--- src/rtl/rs232_pkg.sv ---
// Shared definitions for the RS-232 receiver.
// Contents:
//   rx_state_e              - receiver FSM state encoding
//   PAR_NONE/PAR_EVEN/PAR_ODD - parity-mode selector values
package rs232_pkg;

    typedef enum logic [2:0] {
        IDLE,
        START,
        DATA,
        PAR,
        STOP
    } rx_state_e;

    localparam int unsigned PAR_NONE = 0;
    localparam int unsigned PAR_EVEN = 1;
    localparam int unsigned PAR_ODD  = 2;

endpackage

--- src/rtl/rs232_baud_timer.sv ---
// Bit-period timer for the RS-232 receiver.
// Ports:
//   clk   - clock, rising edge
//   rst   - synchronous active-high reset
//   start - holds the count at 0
//   half  - selects the half-bit terminal count (CLKS_PER_BIT/2-1) instead of CLKS_PER_BIT-1
//   tick  - one-cycle pulse at the terminal count; the count wraps to 0 with it
module rs232_baud_timer #(
    parameter int unsigned CLKS_PER_BIT = 44
) (
    input  logic clk,
    input  logic rst,
    input  logic start,
    input  logic half,
    output logic tick
);

    localparam int unsigned TW = $clog2(CLKS_PER_BIT);
    localparam logic [TW-1:0] TERM_FULL = TW'(CLKS_PER_BIT - 1);
    localparam logic [TW-1:0] TERM_HALF = TW'(CLKS_PER_BIT / 2 - 1);

    logic [TW-1:0] r_cnt;
    logic [TW-1:0] w_term;

    assign w_term = half ? TERM_HALF : TERM_FULL;
    assign tick   = ~start & (r_cnt == w_term);

    always_ff @(posedge clk) begin
        if (rst || start) begin
            r_cnt <= '0;
        end else if (tick) begin
            r_cnt <= '0;
        end else begin
            r_cnt <= r_cnt + 1'b1;
        end
    end

endmodule

--- src/rtl/rs232_rx_param.sv ---
// Parameterised RS-232 receiver with ready/valid output and sticky overrun.
// Ports:
//   clk        - clock, rising edge
//   rst        - synchronous active-high reset
//   RX         - asynchronous serial input, idles high
//   rx_ready   - consumer accepts rx_data this cycle
//   ovr_clr    - clears the sticky overrun flag
//   rx_data    - received word
//   rx_valid   - rx_data, frame_err and parity_err are valid
//   frame_err  - a stop bit of the held word was sampled 0
//   parity_err - parity mismatch on the held word (0 when PARITY=0)
//   overrun    - sticky: a completed frame was dropped
module rs232_rx_param
    import rs232_pkg::*;
#(
    parameter int unsigned CLKS_PER_BIT = 44,
    parameter int unsigned DATA_BITS    = 8,
    parameter int unsigned PARITY       = 0,
    parameter int unsigned STOP_BITS    = 1,
    parameter int unsigned MSB_FIRST    = 0
) (
    input  logic                 clk,
    input  logic                 rst,
    input  logic                 RX,
    input  logic                 rx_ready,
    input  logic                 ovr_clr,
    output logic [DATA_BITS-1:0] rx_data,
    output logic                 rx_valid,
    output logic                 frame_err,
    output logic                 parity_err,
    output logic                 overrun
);

    if (CLKS_PER_BIT < 4) begin : g_bad_clks
        $error("rs232_rx_param: CLKS_PER_BIT must be 4 or more");
    end
    if (DATA_BITS < 5 || DATA_BITS > 9) begin : g_bad_data
        $error("rs232_rx_param: DATA_BITS must be 5..9");
    end
    if (PARITY > 2) begin : g_bad_par
        $error("rs232_rx_param: PARITY must be 0, 1 or 2");
    end
    if (STOP_BITS < 1 || STOP_BITS > 2) begin : g_bad_stop
        $error("rs232_rx_param: STOP_BITS must be 1 or 2");
    end
    if (MSB_FIRST > 1) begin : g_bad_order
        $error("rs232_rx_param: MSB_FIRST must be 0 or 1");
    end

    localparam int unsigned BW = $clog2(DATA_BITS + 1);
    localparam logic [BW-1:0] LAST_DATA = BW'(DATA_BITS - 1);
    localparam logic [BW-1:0] LAST_STOP = BW'(STOP_BITS - 1);

    // Synchronizer, edge history and warm-up counter. The warm-up keeps the
    // forced-high reset value of the synchronizer from looking like a falling
    // edge when the line is already low after reset.
    logic       r_rx_s1;
    logic       r_rx_s2;
    logic       r_rx_prev;
    logic [1:0] r_warm;
    logic       w_fall;

    always_ff @(posedge clk) begin
        if (rst) begin
            r_rx_s1   <= 1'b1;
            r_rx_s2   <= 1'b1;
            r_rx_prev <= 1'b1;
            r_warm    <= 2'd0;
        end else begin
            r_rx_s1   <= RX;
            r_rx_s2   <= r_rx_s1;
            r_rx_prev <= r_rx_s2;
            if (r_warm != 2'd3) begin
                r_warm <= r_warm + 2'd1;
            end
        end
    end

    assign w_fall = (r_warm == 2'd3) & r_rx_prev & ~r_rx_s2;

    // Bit timer
    logic w_tick;
    logic w_timer_start;
    logic w_half;

    rs232_baud_timer #(
        .CLKS_PER_BIT(CLKS_PER_BIT)
    ) u_baud_timer (
        .clk  (clk),
        .rst  (rst),
        .start(w_timer_start),
        .half (w_half),
        .tick (w_tick)
    );

    // FSM
    rx_state_e r_state;
    rx_state_e w_state_next;
    logic      w_done;

    logic [BW-1:0]        r_bit_cnt;
    logic [DATA_BITS-1:0] r_shreg;
    logic                 r_par_bit;
    logic                 r_ferr_acc;

    always_ff @(posedge clk) begin
        if (rst) begin
            r_state <= IDLE;
        end else begin
            r_state <= w_state_next;
        end
    end

    always_comb begin
        w_state_next  = r_state;
        w_timer_start = 1'b0;
        w_half        = 1'b0;
        w_done        = 1'b0;
        case (r_state)
            IDLE: begin
                w_timer_start = 1'b1;
                if (w_fall) begin
                    w_state_next = START;
                end
            end
            START: begin
                w_half = 1'b1;
                if (w_tick) begin
                    // A high sample at mid start bit is a glitch.
                    w_state_next = r_rx_s2 ? IDLE : DATA;
                end
            end
            DATA: begin
                if (w_tick && r_bit_cnt == LAST_DATA) begin
                    w_state_next = (PARITY != PAR_NONE) ? PAR : STOP;
                end
            end
            PAR: begin
                if (w_tick) begin
                    w_state_next = STOP;
                end
            end
            STOP: begin
                if (w_tick && r_bit_cnt == LAST_STOP) begin
                    w_state_next = IDLE;
                    w_done       = 1'b1;
                end
            end
            default: begin
                w_state_next = IDLE;
            end
        endcase
    end

    // Frame datapath
    always_ff @(posedge clk) begin
        if (rst) begin
            r_bit_cnt  <= '0;
            r_shreg    <= '0;
            r_par_bit  <= 1'b0;
            r_ferr_acc <= 1'b0;
        end else begin
            case (r_state)
                IDLE: begin
                    r_bit_cnt  <= '0;
                    r_ferr_acc <= 1'b0;
                end
                DATA: begin
                    if (w_tick) begin
                        if (MSB_FIRST != 0) begin
                            r_shreg <= {r_shreg[DATA_BITS-2:0], r_rx_s2};
                        end else begin
                            r_shreg <= {r_rx_s2, r_shreg[DATA_BITS-1:1]};
                        end
                        r_bit_cnt <= (r_bit_cnt == LAST_DATA) ? '0 : r_bit_cnt + 1'b1;
                    end
                end
                PAR: begin
                    if (w_tick) begin
                        r_par_bit <= r_rx_s2;
                    end
                end
                STOP: begin
                    if (w_tick) begin
                        if (!r_rx_s2) begin
                            r_ferr_acc <= 1'b1;
                        end
                        r_bit_cnt <= r_bit_cnt + 1'b1;
                    end
                end
                default: begin
                    r_bit_cnt <= '0;
                end
            endcase
        end
    end

    // Status of the frame completing this cycle; the final stop sample is
    // still on the synchronizer output, not yet in the accumulator.
    logic w_xor;
    logic w_perr;
    logic w_ferr;

    assign w_xor  = (^r_shreg) ^ r_par_bit;
    assign w_perr = (PARITY == PAR_EVEN) ? w_xor :
                    (PARITY == PAR_ODD)  ? ~w_xor : 1'b0;
    assign w_ferr = r_ferr_acc | ~r_rx_s2;

    // Output holding register and handshake
    logic [DATA_BITS-1:0] r_data;
    logic                 r_valid;
    logic                 r_ferr;
    logic                 r_perr;
    logic                 r_ovr;

    always_ff @(posedge clk) begin
        if (rst) begin
            r_data  <= '0;
            r_valid <= 1'b0;
            r_ferr  <= 1'b0;
            r_perr  <= 1'b0;
            r_ovr   <= 1'b0;
        end else begin
            if (w_done && (!r_valid || rx_ready)) begin
                r_data  <= r_shreg;
                r_valid <= 1'b1;
                r_ferr  <= w_ferr;
                r_perr  <= w_perr;
            end else if (r_valid && rx_ready) begin
                r_valid <= 1'b0;
            end

            // Set beats clear when both happen together.
            if (w_done && r_valid && !rx_ready) begin
                r_ovr <= 1'b1;
            end else if (ovr_clr) begin
                r_ovr <= 1'b0;
            end
        end
    end

    assign rx_data    = r_data;
    assign rx_valid   = r_valid;
    assign frame_err  = r_ferr;
    assign parity_err = r_perr;
    assign overrun    = r_ovr;

endmodule

--- config.mk ---
export PLATFORM = sky130hd
export DESIGN_NAME = rs232_rx_param
export DESIGN_NICKNAME = d
export VERILOG_FILES = /design/src/rtl/rs232_pkg.sv /design/src/rtl/rs232_baud_timer.sv /design/src/rtl/rs232_rx_param.sv
export SDC_FILE = /design/constraint.sdc
export NUM_CORES = 1
export LEC_CHECK = 0
export BUFFER_PORTS_ARGS = -buffer_cell sky130_fd_sc_hd__buf_4
export CAP_MARGIN = 20
export CORE_MARGIN = 3
export CORE_UTILIZATION = 45
export DETAILED_ROUTE_END_ITERATION = 8
export REMOVE_ABC_BUFFERS = 1
export SETUP_SLACK_MARGIN = 0.1
export SYNTH_ARGS = -nofsm -noshare
export SYNTH_HDL_FRONTEND = slang
export SYNTH_SLANG_ARGS = --single-unit
--- constraint.sdc ---
create_clock -name clk -period 4.2 [get_ports clk]
set_clock_uncertainty 0.2 [all_clocks]
set_input_delay 0.84 -clock clk [delete_from_list [all_inputs] [get_ports clk]]
set_output_delay 0.84 -clock clk [all_outputs]
set_load 0.005 [all_outputs]
==> reports/qor.txt, run 1 <==
number of synthesized flops with an enable pin: 0
via count: 1331
dominant synthesized flop cell: dfxtp_1
met3 GRT Util: 5.49%
most common cell after layout, fill and taps aside: dfxtp_1
CP startpoint kind: flop
dominant cells by area after synthesis: dfxtp_1, nor2_1, mux2i_1, nand3_1, a21oi_1
Leak Pwr: 0.748 nW
status: finished clean
final non-filler cell area: 0.00190 mm^2
CTS H-Tree Depth: 2
min-delay src: r_rx_s1$_SDFF_PP1_
Synth Warn #: 0
met2 usage: 23.0%
Gate Count Post-Synth: 189
final worst-path cycle share: 46.1%
clock sinks: 38
Die Area: 0.00457 mm^2
Port Buffers: 15
Max Freq: 0.517 GHz
Placement Cell Area: 0.00181 mm^2
gr ovfl total: 0
Clk Latency, worst-skew pair: 0.28 ns
initial antenna violation count: 0
Final Wtd Congestion: 0.829
worst setup path class: flop to flop
Area Overhead vs Synth: 11.4%
most frequent cells in the layout: dfxtp_1, nor2_1, nand3_1, buf_4, a21oi_1
fraction of registers with async set/reset: 0%
min Tclk post-route: 1.94 ns
DIE HEIGHT: 67.6 um
Data arrival, critical path: 1.94 ns
GRT Total Usage: 15.7%
FF-to-FF setup slack: 2.26 ns
Crit. path cell count: 6
Wirelength per Cell: 12.8 um
max-cap viol count: 0
CP startpoint: r_bit_cnt[0]$_SDFFE_PP0P_
M1 GR Usage: 21.4%
# nets final: 209
largest net degree at the start of global routing: 32
post-cts sizing count: 0
Num CTS Buffers: 5
FF+latch count, synth: 38
fill count: 340
Setup Fix Bufs, Post-CTS: 0
Max transition margin: 58.5%
sequential cell area fraction in the yosys report: 44.5%
CTS tree: yes
post-layout total power: 645 uW
hold-fix buffers at CTS: 0
Final Slew Violations: 0
DRC errors left: 0
fraction of layout cells with a size suffix above 1: 16.9%
1st-iter DRT viols: 72
CP Max Fanout: 10
first-pass GRT wire length: 5410 um
IO Count: 17
n_diodes: 0
critical-path cell list: inv_1 > ha_1 > nor3b_1 > and4_1 > a21oi_1 > nor3_1
Final Hold Vio Count: 0
Critical Path Sink: frame_err$_SDFFE_PP0P_
min-delay worst type: flop to flop
Worst path max stage delay: 0.47 ns
DR pass1 iterations: 4
Worst path slowest cell: and4_1
r2r endpoint: frame_err$_SDFFE_PP0P_
Post-Synthesis Cell Area: 0.00171 mm^2
Total Routed Length: 3160 um
GRT busiest layer: met2
R2R cell count: 6
CP top delay family: simple AND/OR/NAND/NOR gates
clk slew on worst S/H paths: 0.08 ns
leading area contributor after synthesis: dfxtp_1
power density over the cells: 339 mW/mm^2
WP buf/inv: 1
Sum Neg Setup Slack: 0 ns
post-DP HPWL: 2280 um
initial core utilization: 48.9%
final number of setup-violating endpoints: 0
worst ir drop on vdd: 220 uV
vias in the first global route: 1222
Avg Inst Size Synth: 9.04 um^2
worst path required time: 4.20 ns
RSZ-0062 raised after global routing: no
core area: 0.00349 mm^2
CTS root buf: clkbuf_8
Synth cell types: 46
CTS Buffer Depth: 2
area share of the largest cell type after synthesis: 44.5%
Setup crit end kind: flop
FP Rows: 21
Routed Antenna Nets: 0
Via density: 5.39
Die X: 67.6 um
RR Startpoint: r_bit_cnt[0]$_SDFFE_PP0P_
worst-margin pin slew: 0.621 ns
state kept, by name, summed over array words and instances (netlist names), 2 cells and up:
| name | flops |
|---|---|
| r_bit_cnt | 4 |
| r_shreg | 8 |
| r_state | 3 |
| r_warm | 2 |
| rx_data | 8 |
| u_baud_timer.r_cnt | 6 |
Yosys cell counts, types with 2 or more instances:
cell type,count
nor3_1,5
nand2b_1,2
nand2_1,3
ha_1,4
xor2_1,3
a31oi_1,2
o32ai_1,2
clkbuf_1,3
xnor2_1,2
mux2i_1,9
o31ai_1,2
o21ai_0,11
buf_4,4
nand3_1,18
nor2b_1,4
nand4_2,2
inv_1,5
nor2_1,26
a21oi_1,13
or2_2,4
dfxtp_1,38
o211a_1,2
buf_2,2
report_power, final:
part / total [mW] / internal, mW / switching (mW)
sequential: 0.370 / 0.366 / 0.00369
clock: 0.252 / 0.132 / 0.120
combinational: 0.0230 / 0.0103 / 0.0127
cells by family after synthesis:
kind of cell,share of synthesized area [%]
compound gates,15.5
xor+xnor,2.56
fa+ha+maj,2.93
buf+inv,4.98
flops,44.5
mux,5.27
other cells,0.219
simple gates,24.0
layout make-up:
| type | instances | area, um^2 | area share (%) |
|---|---|---|---|
| Inverter | 5 | 18.8 | 0.986 |
| Sequential cell | 38 | 761 | 39.9 |
| Tap cell | 46 | 57.6 | 3.02 |
| Multi-Input combinational cell | 135 | 863 | 45.3 |
| Clock inverter | 1 | 5.00 | 0.263 |
| Timing Repair Buffer | 15 | 113 | 5.91 |
| Clock buffer | 7 | 86.3 | 4.53 |
how the worst min path moves through the flow:
stage / end / slack [ns] / cells past startpoint
after CTS: r_rx_s2$_SDFF_PP1_ / 0.22 / 1
after global placement: r_rx_s2$_SDFF_PP1_ / 0.20 / 1
after detailed placement: r_rx_s2$_SDFF_PP1_ / 0.20 / 1
final: r_rx_s2$_SDFF_PP1_ / 0.22 / 1
after global routing: r_rx_s2$_SDFF_PP1_ / 0.23 / 1
after floorplan: r_rx_s2$_SDFF_PP1_ / 0.19 / 1
metal layers:
metal / wire [um] / vias up
li1: - / 690
met5: 0 / -
met4: 14 / 0
met1: 1550 / 618
met3: 94 / 2
met2: 1500 / 21
metrics by stage:
stage                     utilization, %  worst slack, ns  std cells  hold slack (ns)
after floorplan                        -             2.50        178            0.189
after global placement              51.9             2.21        239            0.204
after detailed placement            51.9             2.14        239            0.203
after CTS                           54.5             2.25        247            0.224
after global routing                54.5             2.05        247            0.230
final                               54.5             2.26        247            0.217
No activity file was read; power rests on OpenSTA's default activity.
==> run 2: changes to the inputs <==
--- a/config.mk
+++ b/config.mk
@@ -10,6 +10,7 @@
 export CORE_MARGIN = 3
 export CORE_UTILIZATION = 45
 export DETAILED_ROUTE_END_ITERATION = 8
+export PLACE_DENSITY = 0.66
 export REMOVE_ABC_BUFFERS = 1
 export SETUP_SLACK_MARGIN = 0.1
 export SYNTH_ARGS = -nofsm -noshare
==> constraint.sdc (replaced) <==
create_clock -name clk -period 1.55 [get_ports clk]
set_clock_uncertainty 0.2 [all_clocks]
set_input_delay 0.31 -clock clk [delete_from_list [all_inputs] [get_ports clk]]
set_output_delay 0.31 -clock clk [all_outputs]
set_load 0.005 [all_outputs]
==> reports/qor.txt, run 2 (synthesized netlist as in run 1, its figures left out) <==
DRC errors left: 0 (unchanged)
core area: 0.00349 mm^2 (unchanged)
power density over the cells: 801 mW/mm^2 (+140%)
max-cap viol count: 0 (unchanged)
Num CTS Buffers: 5 (unchanged)
Sum Neg Setup Slack: -2.17 ns (-2.17 ns)
Leak Pwr: 1.03 nW (+38%)
Clk Latency, worst-skew pair: 0.29 ns (about the same)
1st-iter DRT viols: 99 (+38%)
CTS Buffer Depth: 2 (unchanged)
FP Rows: 21 (unchanged)
DIE HEIGHT: 67.6 um (unchanged)
Worst path slowest cell: dfxtp_2
Total Routed Length: 4950 um (+57%)
CTS root buf: clkbuf_8
Wirelength per Cell: 17.0 um (+33%)
initial antenna violation count: 0 (unchanged)
Max Freq: 0.563 GHz (+9.0%)
worst setup margin: -0.225 ns (-2.49 ns)
worst ir drop on vdd: 536 uV (+140%)
Worst path max stage delay: 0.33 ns (-0.14 ns)
fraction of layout cells with a size suffix above 1: 55.5% (+39 points)
Port Buffers: 15 (unchanged)
largest net degree at the start of global routing: 19 (-41%)
worst-margin pin slew: 0.568 ns (-0.0528 ns)
CTS tree: yes
final number of setup-violating endpoints: 23 (+23)
vias in the first global route: 1614 (+32%)
first-pass GRT wire length: 7240 um (+34%)
clock sinks: 38 (unchanged)
failing checks: setup timing
# nets final: 253 (+21%)
Via density: 5.64 (+4.7%)
CTS H-Tree Depth: 2 (unchanged)
worst setup path class: flop to flop
min-delay worst type: input pin to flop
fin util: 75.2% (+21 points)
Area Overhead vs Synth: 53.8%
IO Count: 17 (unchanged)
CP Max Fanout: 5 (-5)
GRT Total Usage: 20.8% (+5.1 points)
CP dominant cell by count: buf_6
Placement Setup Slack: -0.215 ns (-2.36 ns)
fill count: 239 (-30%)
initial core utilization: 48.9% (unchanged)
final worst-path cycle share: 115% (+68 points)
post-DP HPWL: 2790 um (+22%)
most frequent cells in the layout: buf_4, dfxtp_1, nor2_1, a21oi_2, buf_6
Hold WS: 0.00735 ns (-0.210 ns)
min Tclk post-route: 1.78 ns (-0.160 ns)
Data arrival, critical path: 1.79 ns (-0.15 ns)
n_diodes: 0 (unchanged)
status: finished, violations left
Die Area: 0.00457 mm^2 (unchanged)
Routed Antenna Nets: 0 (unchanged)
Final Slew Violations: 0 (unchanged)
CP startpoint kind: flop
gr ovfl total: 0 (unchanged)
clk slew on worst S/H paths: 0.07 ns (about the same)
most common cell after layout, fill and taps aside: buf_4
critical-path cell list: inv_2 > ha_4 > nor3b_4 > buf_6 > and4_4 > buf_6 > nand3_1 > a21oi_1
Die X: 67.6 um (unchanged)
RSZ-0062 raised after global routing: yes
worst path required time: 1.56 ns (-2.64 ns)
post-layout total power: 2.11 mW (+230%)
Setup crit end kind: flop
Final Wtd Congestion: 0.832 (+0.36%)
via count: 1642 (+23%)
DR pass1 iterations: 4 (unchanged)
Final Hold Vio Count: 0 (unchanged)
Max transition margin: 62.1% (+3.6 points)
[run 2: cell count changes in the layout (fill, tap and decap cells not counted), sizes merged]
cell and delta:
buf +44, bufinv +2, clkbuf -1, clkinv -1
[run 2: worst max-delay path, delay by kind of cell, from the launching register on]
| family | cells | cell delay (ns) |
|---|---|---|
| AOI/OAI and AO/OA | 1 | 0.19 |
| DFF | 1 | 0.33 |
| buffers and inverters | 3 | 0.35 |
| adders and majority gates | 1 | 0.12 |
| and+or+nand+nor | 3 | 0.51 |
[run 2: power breakdown]
group	internal (mW)	switching, mW
sequential	0.986	0.0101
clock	0.686	0.346
combinational	0.0354	0.0422
[run 2: per-layer routing]
layer | vias to the layer above | part of all wire [%] | wire length [um] | global-route usage [%]
li1 | 781 | - | - | -
met1 | 798 | 41 | 2020 | 26.5
met2 | 49 | 53 | 2610 | 33.8
met3 | 14 | 3.9 | 194 | 4.16
met4 | 0 | 2.5 | 123 | 9.37
met5 | - | 0 | 0 | 0
[run 2: metrics by stage]
stage / cell area (um^2) / std cells
global placement: 2100 / 274
CTS: 2450 / 286
floorplan: 1640 / 178
finish: 2630 / 291
global route: 2630 / 291
detailed placement: 2100 / 274
[run 2: path summary, 6_finish.rpt]
path | end | depth (start not counted) | startpoint | slack, ns
setup / recovery | rx_data[0]$_SDFFE_PP0P_ | 8 | r_bit_cnt[1]$_SDFFE_PP0P_ | -0.23
hold / removal | r_rx_s1$_SDFF_PP1_ | 2 | RX | 0.007
setup reg to reg | rx_data[0]$_SDFFE_PP0P_ | 8 | r_bit_cnt[1]$_SDFFE_PP0P_ | -0.23
hold reg to reg | r_rx_s2$_SDFF_PP1_ | 1 | r_rx_s1$_SDFF_PP1_ | 0.23
[run 2: area by class of cell]
| type | instances | area, um^2 | share of cell area [%] |
|---|---|---|---|
| clock buffers | 6 | 82.6 | 3.14 |
| clock inverters | 2 | 60.1 | 2.28 |
| inverters | 5 | 18.8 | 0.714 |
| multi-input cells | 135 | 1120 | 42.7 |
| flip-flops and latches | 38 | 781 | 29.7 |
| well taps | 46 | 57.6 | 2.19 |
| repair buffers | 59 | 505 | 19.2 |
[run 2: timing repair]
item / CTS / global route
gates resized for setup: 54 / 35
cloned: 2 / 0
setup endpoints to repair: 31 / 31
hold endpoints to repair: 0 / 0
hold buffers: 0 / 0
pin swaps: 29 / 14
setup buffers: 2 / 5
